### config.mk
export PLATFORM = sky130hd
export DESIGN_NAME = bus_arbiter
export DESIGN_NICKNAME = d
export VERILOG_FILES = /design/src/rtl/bus_arbiter.sv
export SDC_FILE = /design/constraint.sdc
export NUM_CORES = 1
export LEC_CHECK = 0
export BUFFER_PORTS_ARGS = -buffer_cell sky130_fd_sc_hd__buf_2
export CORE_AREA = 8 8 151 153
export CTS_CLUSTER_SIZE = 30
export DETAILED_ROUTE_END_ITERATION = 8
export DIE_AREA = 0 0 159 161
export PLACE_DENSITY = 0.5
export SLEW_MARGIN = 25
export SYNTH_ARGS = -nofsm -noshare
export SYNTH_HDL_FRONTEND = slang
export SYNTH_SLANG_ARGS = --single-unit
### constraint.sdc
create_clock -name clk_i -period 1.9 [get_ports clk_i]
set_clock_uncertainty 0.2 [all_clocks]
set_input_delay 0.19 -clock clk_i [delete_from_list [all_inputs] [get_ports clk_i]]
set_output_delay 0.19 -clock clk_i [all_outputs]
set_load 0.005 [all_outputs]
### src/rtl/bus_arbiter.sv
// ---------------------------------------------------------------------------
// bus_arbiter
//
// Round-robin arbiter and master-side multiplexer for the shared system bus.
// Up to NUM_MASTERS masters raise m_req_i; exactly one owner at a time gets
// the bus. The owner's address, strobe, direction and write data are routed
// to the slave side. Slave ready goes back to the owner only, and slave read
// data is broadcast to every master.
//
// Optional feature macro: BUS_ARB_TIMEOUT_EN
//   defined   : a watchdog completes a stalled access with zero data after
//               TIMEOUT_CYC cycles and sets the sticky timeout_o flag.
//   undefined : no watchdog; timeout_o is tied low and an unresponsive slave
//               stalls the bus indefinitely.
//
// Parameters
//   NUM_MASTERS   number of masters, 2..8
//   BUS_ADD_WIDTH word address width
//   BUS_DAT_WIDTH data width
//   TIMEOUT_CYC   watchdog limit in cycles, 1..65535 (watchdog build only)
//
// Ports
//   clk_i          single clock, rising edge
//   rst_n_i        synchronous active-low reset
//   m_req_i        bus request, one bit per master
//   m_addr_i       packed master addresses, master k at slice k
//   m_as_i         address strobe per master
//   m_rw_i         direction per master (1 = read, 0 = write)
//   m_wr_data_i    packed master write data, master k at slice k
//   m_grnt_o       one-hot grant (all zero when idle)
//   m_rdy_o        slave ready, delivered to the owner only
//   m_rd_data_o    slave read data, broadcast to all masters
//   bus_rd_data_i  slave read data
//   bus_rdy_i      slave ready
//   bus_addr_o     owner address
//   bus_as_o       owner strobe
//   bus_rw_o       owner direction (1 while idle)
//   bus_wr_data_o  owner write data
//   busy_o         bus currently owned
//   owner_o        index of the current owner, 0 when idle
//   timeout_o      sticky watchdog flag
// ---------------------------------------------------------------------------
module bus_arbiter #(
    parameter int NUM_MASTERS   = 4,
    parameter int BUS_ADD_WIDTH = 30,
    parameter int BUS_DAT_WIDTH = 32,
    parameter int TIMEOUT_CYC   = 255
) (
    input  logic                                 clk_i,
    input  logic                                 rst_n_i,
    input  logic [NUM_MASTERS-1:0]               m_req_i,
    input  logic [NUM_MASTERS*BUS_ADD_WIDTH-1:0] m_addr_i,
    input  logic [NUM_MASTERS-1:0]               m_as_i,
    input  logic [NUM_MASTERS-1:0]               m_rw_i,
    input  logic [NUM_MASTERS*BUS_DAT_WIDTH-1:0] m_wr_data_i,
    output logic [NUM_MASTERS-1:0]               m_grnt_o,
    output logic [NUM_MASTERS-1:0]               m_rdy_o,
    output logic [BUS_DAT_WIDTH-1:0]             m_rd_data_o,
    input  logic [BUS_DAT_WIDTH-1:0]             bus_rd_data_i,
    input  logic                                 bus_rdy_i,
    output logic [BUS_ADD_WIDTH-1:0]             bus_addr_o,
    output logic                                 bus_as_o,
    output logic                                 bus_rw_o,
    output logic [BUS_DAT_WIDTH-1:0]             bus_wr_data_o,
    output logic                                 busy_o,
    output logic [$clog2(NUM_MASTERS)-1:0]       owner_o,
    output logic                                 timeout_o
);

    localparam int IDX_W = $clog2(NUM_MASTERS);

    typedef logic [IDX_W-1:0] idx_t;
    typedef logic [IDX_W:0]   idx_ext_t;

    typedef enum logic {
        ST_IDLE  = 1'b0,
        ST_OWNED = 1'b1
    } state_e;

    // Elaboration-time guard on the supported parameter ranges.
    if (NUM_MASTERS < 2 || NUM_MASTERS > 8 ||
        TIMEOUT_CYC < 1 || TIMEOUT_CYC > 65535) begin : g_param_check
        $error("bus_arbiter: parameter out of supported range");
    end

    // -----------------------------------------------------------------------
    // Registered state
    // -----------------------------------------------------------------------
    state_e state_q, state_d;
    idx_t   owner_q, owner_d;
    idx_t   ptr_q,   ptr_d;     // first master examined by the next search

    // -----------------------------------------------------------------------
    // Unpack the per-master slices so the owner can be selected by index.
    // -----------------------------------------------------------------------
    logic [BUS_ADD_WIDTH-1:0] addr_arr  [NUM_MASTERS];
    logic [BUS_DAT_WIDTH-1:0] wdata_arr [NUM_MASTERS];

    for (genvar k = 0; k < NUM_MASTERS; k++) begin : g_unpack
        assign addr_arr[k]  = m_addr_i[k*BUS_ADD_WIDTH +: BUS_ADD_WIDTH];
        assign wdata_arr[k] = m_wr_data_i[k*BUS_DAT_WIDTH +: BUS_DAT_WIDTH];
    end

    // Index following idx, wrapping at NUM_MASTERS (which need not be a
    // power of two).
    function automatic idx_t next_idx(input idx_t idx);
        if (idx == idx_t'(NUM_MASTERS - 1)) begin
            return '0;
        end
        return idx + idx_t'(1);
    endfunction

    // -----------------------------------------------------------------------
    // Round-robin search: examine ptr, ptr+1, ... (mod NUM_MASTERS) and take
    // the first requester. The sum is one bit wider than an index so the
    // wrap compare cannot overflow.
    // -----------------------------------------------------------------------
    logic win_found;
    idx_t win_idx;

    always_comb begin
        idx_ext_t sum;
        idx_t     cand;
        // NOTE: every variable written in a combinational block is given a
        // default first; a path that leaves one unassigned infers a latch.
        win_found = 1'b0;
        win_idx   = '0;
        sum       = '0;
        cand      = '0;
        for (int i = 0; i < NUM_MASTERS; i++) begin
            sum = {1'b0, ptr_q} + idx_ext_t'(i);
            if (sum >= idx_ext_t'(NUM_MASTERS)) begin
                sum = sum - idx_ext_t'(NUM_MASTERS);
            end
            cand = sum[IDX_W-1:0];
            if (!win_found && m_req_i[cand]) begin
                win_found = 1'b1;
                win_idx   = cand;
            end
        end
    end

    // -----------------------------------------------------------------------
    // Next-state logic. An owner keeps the bus for as long as it requests.
    // When it lets go, any other pending requester takes over at the same
    // edge, so a handover costs no idle cycle. The releasing owner's request
    // is already low, so it can never win its own handover.
    // -----------------------------------------------------------------------
    always_comb begin
        state_d = state_q;
        owner_d = owner_q;
        ptr_d   = ptr_q;
        case (state_q)
            ST_IDLE: begin
                if (win_found) begin
                    state_d = ST_OWNED;
                    owner_d = win_idx;
                    ptr_d   = next_idx(win_idx);
                end
            end
            ST_OWNED: begin
                if (!m_req_i[owner_q]) begin
                    if (win_found) begin
                        owner_d = win_idx;
                        ptr_d   = next_idx(win_idx);
                    end else begin
                        state_d = ST_IDLE;
                        owner_d = '0;
                    end
                end
            end
        endcase
    end

    // NOTE: reset is synchronous, so it appears only inside the clocked
    // branch and never in the sensitivity list.
    always_ff @(posedge clk_i) begin
        if (!rst_n_i) begin
            state_q <= ST_IDLE;
            owner_q <= '0;
            ptr_q   <= '0;
        end else begin
            // NOTE: registers use non-blocking assignments so every flop
            // samples the values that existed before this edge.
            state_q <= state_d;
            owner_q <= owner_d;
            ptr_q   <= ptr_d;
        end
    end

    logic owned;
    logic owner_as;

    assign owned    = (state_q == ST_OWNED);
    assign owner_as = m_as_i[owner_q];

    // -----------------------------------------------------------------------
    // Watchdog
    // -----------------------------------------------------------------------
    logic wd_fire;   // stalled access is forced to complete this cycle

`ifdef BUS_ARB_TIMEOUT_EN
    localparam int WD_W = 16;

    logic [WD_W-1:0] wd_cnt_q, wd_cnt_d;
    logic            timeout_q, timeout_d;
    logic            owner_change;

    // Leaving OWNED or handing over both count as a change of owner.
    assign owner_change = (state_d != ST_OWNED) || (owner_d != owner_q);

    // wd_cnt_q holds the stalled cycles already seen, so the current
    // stalled cycle is number wd_cnt_q+1; fire when that reaches the limit.
    assign wd_fire = owned && owner_as && !bus_rdy_i &&
                     (wd_cnt_q == WD_W'(TIMEOUT_CYC - 1));

    always_comb begin
        wd_cnt_d = wd_cnt_q;
        if (!owned || bus_rdy_i || owner_change || wd_fire) begin
            wd_cnt_d = '0;
        end else if (owner_as) begin
            wd_cnt_d = wd_cnt_q + WD_W'(1);
        end
    end

    assign timeout_d = timeout_q | wd_fire;

    always_ff @(posedge clk_i) begin
        if (!rst_n_i) begin
            wd_cnt_q  <= '0;
            timeout_q <= 1'b0;
        end else begin
            wd_cnt_q  <= wd_cnt_d;
            timeout_q <= timeout_d;
        end
    end

    assign timeout_o = timeout_q;
`else
    assign wd_fire   = 1'b0;
    assign timeout_o = 1'b0;
`endif

    // -----------------------------------------------------------------------
    // Output decode. Grant comes purely from registered state; the slave-side
    // signals are a combinational mux of the owner's slice, parked at fixed
    // values while idle.
    // -----------------------------------------------------------------------
    always_comb begin
        m_grnt_o      = '0;
        m_rdy_o       = '0;
        bus_addr_o    = '0;
        bus_as_o      = 1'b0;
        bus_rw_o      = 1'b1;
        bus_wr_data_o = '0;
        if (owned) begin
            m_grnt_o[owner_q] = 1'b1;
            // A transfer being aborted by reset must not see a ready.
            m_rdy_o[owner_q]  = (bus_rdy_i | wd_fire) & rst_n_i;
            bus_addr_o        = addr_arr[owner_q];
            bus_as_o          = owner_as & ~wd_fire;
            bus_rw_o          = m_rw_i[owner_q];
            bus_wr_data_o     = wdata_arr[owner_q];
        end
    end

    // A watchdog completion returns zero data to the stalled owner.
    assign m_rd_data_o = wd_fire ? '0 : bus_rd_data_i;
    assign busy_o      = owned;
    assign owner_o     = owner_q;   // owner_q is cleared whenever IDLE

endmodule

==> impl_metrics.ini <==
[sta]
hold_viol_final = 0
period_minus_slack_ns = 2.09
fin_tns_setup_ns = -10.25
worst_slack_ns = -0.192
period_share_pct = 110
fmax_mhz = 478
rsz0062_at_grt = true
slew_violations = 0
setup_violations = 68
hold_slack_ns = 0.0626

[clock_network]
cts_tree = yes
htreeDepth = 1
cts_sinks = 5
cts-root-buf = clkbuf_16
insertion_delay_ns = 0.23
clk_pin_slew_ns = 0.03
cts_buffers = 3
clockBufferDepth = 2

[worst_setup_path]
worstPathArrival_ns = 1.70
worstSetupStartpointType = flip-flop
crit_fanout = 10
required_ns = 1.51
ff2ff_setup_slack_ns = -0.15
cp-end-kind = primary output
timing_worst_setup_path_type = reg2out

[logic_synthesis]
synth_nets = 525
yosysMostFrequentCell = mux4_2
synth-simple-area-share_pct = 22.0
synthCells = 230
synthesis.area_um2 = 2630
synth_top_family_by_area = multiplexers
async_flop_share_pct = 0
ys_warn_count = 0
synthAdderAreaFrac_pct = 0
ys_ff_latch = 5
synth_top_area_share_pct = 55.8
synth_compound_area_share_pct = 3.05
synth-xor-area-share_pct = 0
synth_edf_count = 0
muxShareOfSynthArea_pct = 56.2
avgSynthCellArea_um2 = 11.4
ys_seq_area_share_pct = 3.81
ys.flop_type = dfxtp_1
yosys.area.top_type = mux4_2
synth_area_leaders = mux4_2 (56%), and2_1 (15%), buf_4 (9.7%)
synthTopCellsByCount = mux4_2 (65), and2_1 (63), buf_4 (34), clkbuf_1 (11)
synth_cell_types = 32

[min_path]
min_path_type = in2reg

[finish]
multi_input_area_um2 = 2180
drive_gt1_share_pct = 84.1
syn2layout_area_growth_pct = 86.3
antenna_cells = 0
nets = 843
postLayoutCellArea_um2 = 4890
regArea_um2 = 109
n_fill_cell = 2254

[power]
powerDensity_nw_per_um2 = 451
ir_drop_mv = 0.208
p_leak_uw = 0.00237
power.total_uw = 2210

[floorplan]
core.rowCount = 53
core_um2 = 20600
die_x_um = 159
initial_utilization_pct = 12.8
dieArea_um2 = 25600
io_pins = 403
die_y_um = 161

[status]
violations = setup timing
status = finished, violations left

[drt]
vias = 3348
wl_um = 16100
vias_per_cell = 4.07
dr.pass1.iters = 4
post_drt_wl_per_cell_um = 19.6
ant_nets = 0
drt_iter0_markers = 180
drc = 0

[grt]
grt_pass1_vias = 3519
grt_first_pass_wirelength_um = 22600
antenna_found_initial = 1
grt_max_degree = 39
overflow = 0
grt.total_usage_pct = 11.3

[placement]
gp_congestion = 0.870
place_ws_ns = 0.00415
port_buffers = 337
dp_hpwl_um = 13700
placed_area_um2 = 4520

[flow_run]
max-cap-violations = 0
==> power breakdown <==
part	switching (µW)	internal, µW	leakage (µW)
registers	36.9	122	0.0000430
logic	605	1090	0.00228
clock network	71.4	278	0.0000382
total	713	1490	0.00237
==> layout make-up <==
class,count,area share [%]
repair buffers,369,44.6
multi-input cells,169,44.5
well taps,275,7.04
flip-flops and latches,5,2.23
clock buffers,4,1.61
==> sequential cells by signal, summed over array words and instances (netlist names) <==
register / cells
busy_o: 1
ptr_q: 2
owner_o: 2
==> metrics by stage <==
| stage | utilization, % | std cells |
|---|---|---|
| after floorplan | - | 230 |
| after global placement | 22.0 | 807 |
| after detailed placement | 22.0 | 807 |
| after CTS | 22.9 | 813 |
| after global routing | 23.8 | 822 |
| final | 23.8 | 822 |
==> worst paths after layout <==
check,end,from,depth (start not counted)
worst min-delay path,ptr_q[0],rst_n_i,2
worst max register to register,ptr_q[0],owner_o[0],7
worst max-delay path,bus_wr_data_o[25],owner_o[0],5
worst min register to register,ptr_q[1],ptr_q[1],2
==> worst max-delay path, stage by stage, from the launching register on <==
cell and delay (ns):
dfxtp_4 0.36, buf_12 0.15, buf_4 0.14, mux4_2 0.51, and2_1 0.18, buf_2 0.13
==> cells by family (layout without fill, tap and decap cells) <==
logic type / count (synthesis) / in the layout
simple gates: 92 / 92
mux: 66 / 66
buf+inv: 56 / 373
compound gates: 10 / 10
flops: 5 / 5
other cells: 1 / 1
==> routing by layer <==
metal / global-route usage [%] / wire length (µm) / up-vias
met5: 0 / 13 / -
met4: 2.27 / 256 / 2
met3: 3.64 / 1460 / 22
met2: 19.9 / 8450 / 185
met1: 13.2 / 5950 / 1642
li1: - / - / 1497
==> placed cells by master, fill, tap and decap left out, types with 2 or more instances in the layout <==
| cell type | Yosys | routed |
|---|---|---|
| and2_1 | 63 | 49 |
| and2_4 | 0 | 14 |
| and3b_1 | 2 | 2 |
| buf_12 | 0 | 6 |
| buf_16 | 0 | 2 |
| buf_2 | 5 | 327 |
| buf_4 | 34 | 15 |
| buf_6 | 6 | 16 |
| clkbuf_16 | 0 | 6 |
| dfxtp_1 | 5 | 2 |
| dfxtp_4 | 0 | 2 |
| mux4_2 | 65 | 65 |
| nand2_1 | 6 | 6 |
| nand3_1 | 2 | 2 |
| nor2_1 | 3 | 3 |
| nor2b_1 | 4 | 4 |
| nor3b_1 | 3 | 3 |
| o21ai_0 | 2 | 2 |
| o21bai_1 | 2 | 2 |
==> timing repair <==
action                                  in CTS  in global routing
endpoints found under the setup margin      64                 68
resized for setup                           15                 19
buffers inserted                             1                  6
cloned                                       1                  3
hold endpoints to repair                     0                  0
pin swaps                                    1                  0
hold buffers                                 0                  0
Power figures use the tool's default switching activity.
